==> config.mk <==
export PLATFORM = sky130hd
export DESIGN_NAME = cas_lock_seq_unit
export DESIGN_NICKNAME = d
export VERILOG_FILES = /design/src/rtl/cas_lock_seq_unit.sv
export SDC_FILE = /design/constraint.sdc
export NUM_CORES = 1
export LEC_CHECK = 0
export CAP_MARGIN = 10
export CELL_PAD_IN_SITES_DETAIL_PLACEMENT = 1
export CELL_PAD_IN_SITES_GLOBAL_PLACEMENT = 1
export CORE_MARGIN = 3
export CORE_UTILIZATION = 35
export DETAILED_ROUTE_END_ITERATION = 12
export DONT_BUFFER_PORTS = 1
export PLACE_DENSITY = 0.57
export SYNTH_ARGS = -nofsm -noshare
export SYNTH_HDL_FRONTEND = slang
export SYNTH_SLANG_ARGS = --single-unit
==> constraint.sdc <==
create_clock -name clk -period 8 [get_ports clk]
set_clock_uncertainty 0.2 [all_clocks]
set_input_delay 1.2 -clock clk [delete_from_list [all_inputs] [get_ports clk]]
set_output_delay 1.2 -clock clk [all_outputs]
set_load 0.02 [all_outputs]
==> src/rtl/cas_lock_seq_unit.sv <==
// CAS-Lock output-corruption unit: serial key load, complementary AND/OR cascades, 2-stage XOR.
// Define CAS_MIRROR_EN to add the mirrored cascade pair (KC/KD) and widen the key to 4*N_IN.
module cas_lock_seq_unit #(
  parameter int unsigned     N_IN       = 32,
  parameter logic [N_IN-1:0] CHAIN_MASK = '0
) (
  input  logic            clk,
  input  logic            rst_n,
  input  logic            key_sin,
  input  logic            key_sin_valid,
  input  logic            key_commit,
  input  logic [N_IN-1:0] data_in,
  input  logic            orig_out,
  input  logic            in_valid,
  output logic            out_valid,
  output logic            out_bit,
  output logic            armed,
  output logic            key_err
);

`ifdef CAS_MIRROR_EN
  localparam int unsigned NumChains = 4;
`else
  localparam int unsigned NumChains = 2;
`endif
  localparam int unsigned KEY_W = NumChains * N_IN;
  localparam int unsigned CntW  = $clog2(KEY_W + 2);
  localparam logic [CntW-1:0] CntFull = CntW'(KEY_W);
  localparam logic [CntW-1:0] CntMax  = CntW'(KEY_W + 1);

  typedef enum logic [1:0] {StIdle, StLoad, StArmed} state_e;

  state_e                state_q, state_d;
  logic [KEY_W-1:0]      key_sr_q, key_sr_d;
  logic [CntW-1:0]       cnt_q, cnt_d;
  logic                  key_err_q, key_err_d;
  logic                  flush;

  logic [NumChains-1:0]  chain, chain_s1_q;
  logic                  orig_s1_q, valid_s1_q, valid_s1_d;
  logic                  out_bit_q, out_valid_q, out_valid_d;
  logic                  casop;

  // Gate 1 is always AND; later gates pick AND/OR from CHAIN_MASK.
  function automatic logic cascade(input logic [N_IN-1:0] x);
    logic g;
    g = x[0] & x[1];
    for (int unsigned i = 2; i < N_IN; i++) begin
      g = CHAIN_MASK[i] ? (x[i] | g) : (x[i] & g);
    end
    return g;
  endfunction

  always_comb begin
    chain = '0;
    for (int unsigned k = 0; k < NumChains; k++) begin
      chain[k] = cascade(data_in ^ key_sr_q[k*N_IN +: N_IN]);
    end
  end

  always_comb begin
    state_d   = state_q;
    key_sr_d  = key_sr_q;
    cnt_d     = cnt_q;
    key_err_d = 1'b0;
    flush     = 1'b0;

    // Shift precedes commit so a same-cycle commit sees the updated count.
    if (key_sin_valid) begin
      key_sr_d = {key_sr_q[KEY_W-2:0], key_sin};
      if (state_q == StLoad) begin
        cnt_d = (cnt_q == CntMax) ? cnt_q : cnt_q + 1'b1;
      end else begin
        cnt_d = CntW'(1);
      end
    end

    unique case (state_q)
      StIdle: begin
        if (key_sin_valid) state_d = StLoad;
      end
      StLoad: begin
        if (key_commit) begin
          if (cnt_d == CntFull) begin
            state_d = StArmed;
            cnt_d   = '0;
          end else begin
            state_d   = StIdle;
            key_err_d = 1'b1;
            key_sr_d  = '0;
            cnt_d     = '0;
          end
        end
      end
      StArmed: begin
        if (key_sin_valid) begin
          state_d = StLoad;
          flush   = 1'b1;
        end
      end
      default: state_d = StIdle;
    endcase
  end

  always_comb begin
    casop = chain_s1_q[0] & ~chain_s1_q[1];
`ifdef CAS_MIRROR_EN
    casop = casop ^ (~chain_s1_q[2] & chain_s1_q[3]);
`endif
  end

  // Rekeying kills in-flight data so no output is derived from the old key.
  assign valid_s1_d  = in_valid & (state_q == StArmed) & ~flush;
  assign out_valid_d = valid_s1_q & ~flush;

  always_ff @(posedge clk or negedge rst_n) begin
    if (!rst_n) begin
      state_q     <= StIdle;
      key_sr_q    <= '0;
      cnt_q       <= '0;
      key_err_q   <= 1'b0;
      chain_s1_q  <= '0;
      orig_s1_q   <= 1'b0;
      valid_s1_q  <= 1'b0;
      out_bit_q   <= 1'b0;
      out_valid_q <= 1'b0;
    end else begin
      state_q     <= state_d;
      key_sr_q    <= key_sr_d;
      cnt_q       <= cnt_d;
      key_err_q   <= key_err_d;
      chain_s1_q  <= chain;
      orig_s1_q   <= orig_out;
      valid_s1_q  <= valid_s1_d;
      out_bit_q   <= orig_s1_q ^ casop;
      out_valid_q <= out_valid_d;
    end
  end

  assign out_valid = out_valid_q;
  assign out_bit   = out_bit_q;
  assign armed     = (state_q == StArmed);
  assign key_err   = key_err_q;

endmodule

==> run_results.csv <==
group,metric,value,unit
critical_path,setup.worst_path.end_class,"register",
sta,finalSetupViolCount,0,
clock_tree,clk_latency,0.34,ns
pwr,seqPwrFrac,41.1,%
floorplanning,die_area,14550,um2
clock_tree,cts_hold_buffers,0,
route,routed_via_density,5.505,
logic_synthesis,synth_edf_count,0,
critical_path,cp.required,8.04,ns
logic_synthesis,yosys.cell_types.count,39,
critical_path,rr_startpoint,"cnt_q[0]",
clock_tree,clock_path_buffers,2,
route,drt_iter0_drc,185,
pwr,leakage,0.001989,uW
logic_synthesis,yosys-top-cells-area,"dfrtp_1, mux2i_1, xnor2_1",
worst_hold_path,hold_path_depth,1,
placement,dp_cells,535,
sta,fin_crit_sh,39.57,%
finish,nFillCells,1396,
route,wire_per_inst,22.56,um
sta,rsz0062_at_grt,"false",
logic_synthesis,ys_seq_area_share,43.53,%
sta,hold_violations,0,
route,drt-total-wl,12430,um
logic_synthesis,netlist_instances,393,
sta,slew_violations,0,
critical_path,ff2ff_path_depth,7,
global_routing,antenna_found_initial,0,
floorplanning,initial_core_util,36.15,%
pwr,clockPowerShare,47.3,%
global_routing,grt-ovfl-total,0,
pwr,power.internal,763.1,uW
pwr,switching_share,25.30,%
sta,final.setup.tns,0,ns
logic_synthesis,yosys.area.top_type,"dfrtp_1",
route,drt-pass1-iter-count,4,
floorplanning,core,12720,um2
critical_path,crit_fanout,66,
run_status,status,"complete, no violations",
floorplanning,die_h,120.6,um
finish,area_delta_synth_final,9.712,%
sta,clock.fmax,315.9,MHz
route,vias,3033,
global_routing,grt_pass1_vias,3290,
logic_synthesis,ys_seq_elements,80,
pwr,pwr_density_cell,202.4,nW/um2
clock_tree,clock-sinks,80,
placement,gp_congestion,0.7400,
clock_tree,postCtsSetupBuffers,0,
critical_path,startpoint,"cnt_q[0]",
worst_hold_path,hp-class,"register to register",
logic_synthesis,yosys.area.top_type_share,43.53,%
floorplanning,rows,41,
pwr,power_frac_comb,11.5,%
worst_hold_path,worstHoldStart,"orig_s1_q",
global_routing,grt_pass1_wl,20080,um
critical_path,path_class,"register to register",
global_routing,met1_usage,26.14,%
sta,tightest_slew,1.055,ns
floorplanning,dieWidth,120.6,um
logic_synthesis,syn_avg_cell_area,11.70,um2
route,ant_nets,0,
critical_path,rrSetupSlack,4.83,ns
sta,fin_crit,3.166,ns
global_routing,busiest_layer,"met2",
clock_tree,cts_tree,"yes",
critical_path,r2r_end,"key_sr_q[56]",
pwr,irDropWorstVdd,0.09355,mV
clock_tree,post_cts_resized,0,
critical_path,critPathArrivalTime,3.21,ns
route,drcViolationCount,0,
placement,hpwlAfterDp,8133,um
finish,instances_no_fill,551,
pwr,p_total,1022,uW
finish,drive_gt1_share,16.09,%
logic_synthesis,synth_nets,434,
global_routing,grt_max_degree,81,
clock_tree,cts_buffers,9,
logic_synthesis,yosys_warnings,0,
logic_synthesis,dominantRegCellSynth,"dfrtp_1",
critical_path,worstSetupStartpointType,"register",
finish,nNetsFinal,415,
global_routing,grt_use_total,18.16,%
critical_path,cp-endpoint,"key_sr_q[56]",
logic_synthesis,netlist_area,4599,um2
finish,diodes,0,
flow_run,cap_violations,0,
sta,relSlewSlack,29.65,%
global_routing,use_met2,26.58,%
pwr,switchingPower,258.5,uW
global_routing,globalRouteMet3Util,3.976,%
clock_tree,cts_root_buf,"clkbuf_16",
floorplanning,io_pins,43,
clock_tree,clk_pin_slew_worst_paths,0.06,ns
placement,io_buffers,0,
logic_synthesis,async_reset_ff_share,100.0,%
clock_tree,htreeDepth,3,
-- cell usage after synthesis, types with 2 or more instances --
library cell,number
o21a_1,2
nand2b_1,4
nor2b_1,2
buf_4,2
inv_1,2
a211oi_1,27
buf_1,3
o21ai_0,9
buf_6,4
clkbuf_1,19
mux2i_1,64
buf_2,4
xnor2_1,66
dfrtp_1,80
nor4_1,16
and3_1,3
ha_1,2
and2_1,2
nor3_1,2
a211oi_2,40
nand2_1,3
nor2_1,9
nand3_1,2
a21oi_1,5
nand4_1,7
-- worst min path at each step --
stage / slack [ns] / to
floorplan: 0.22 / out_bit
detailed placement: 0.25 / out_bit
global placement: 0.24 / out_bit
CTS: 0.26 / out_bit
global route: 0.29 / out_bit
finish: 0.25 / out_bit
-- power by group through the flow --
stage	clock network, uW	registers (uW)	logic [uW]
3_5_place_dp	0	428	119
3_3_place_gp	0	428	117
6_report	484	420	118
2_1_floorplan	0	425	109
4_1_cts	494	420	120
5_1_grt	512	421	129
-- metal layers --
metal,wire length [um],up-vias
met5,0,-
met4,267,0
met3,451,16
li1,-,1429
met1,6185,1543
met2,5526,45
-- registers in the layout, indices dropped and copies added (netlist names) --
signal,flops
key_sr_q,64
cnt_q,7
chain_s1_q,2
state_q,2
key_err,1
orig_s1_q,1
out_bit,1
out_valid,1
valid_s1_q,1
-- logic make-up (layout without fill, tap and decap cells) --
logic type                 after synthesis  in the layout  synth area share, %
AOI/OAI and AO/OA                       92             92                18.69
DFF                                     80             80                43.53
xor gates and xnor gates                67             67                12.76
muxes                                   64             64                13.93
and+or+nand+nor                         54             54                6.855
buffers and inverters                   34             20                3.700
adders and majority gates                2              2               0.5440
-- stage by stage --
| step | hold slack [ns] | utilization [%] | cell area [um2] | setup slack, ns |
|---|---|---|---|---|
| 4_1_cts | 0.2602 | 39.66 | 5046 | 4.796 |
| 2_1_floorplan | 0.2242 | - | 4599 | 5.001 |
| 5_1_grt | 0.2890 | 39.66 | 5046 | 4.592 |
| 3_5_place_dp | 0.2472 | 36.94 | 4700 | 4.704 |
| 6_report | 0.2538 | 39.66 | 5046 | 4.834 |
| 3_3_place_gp | 0.2404 | 36.94 | 4700 | 4.782 |
-- critical path, stage by stage (launching register included) --
cell,delay (ns)
dfrtp_1,0.48
ha_1,0.20
or4b_4,0.48
or3_1,0.31
a211oi_1,0.42
o2111ai_4,0.16
buf_4,0.44
a211oi_1,0.35
-- layout make-up --
| cell class | instances | area [um2] | share of cell area (%) |
|---|---|---|---|
| Sequential cell | 80 | 2002 | 39.67 |
| Inverter | 2 | 7.507 | 0.1488 |
| Multi-Input combinational cell | 279 | 2460 | 48.75 |
| Tap cell | 172 | 215.2 | 4.265 |
| Clock buffer | 11 | 242.7 | 4.810 |
| Timing Repair Buffer | 2 | 15.01 | 0.2975 |
| Clock inverter | 5 | 103.9 | 2.058 |
-- layout by cell type, fill, tap and decap left out, types with 4 or more instances in the layout --
cell	synthesis	routed
a211oi_1	27	26
a211oi_2	40	40
a21oi_1	5	5
clkbuf_16	0	9
dfrtp_1	80	80
mux2i_1	64	64
nand2b_1	4	4
nand4_1	7	7
nor2_1	9	9
nor4_1	16	16
o21ai_0	9	9
xnor2_1	66	66
Power figures use the tool's default switching activity.
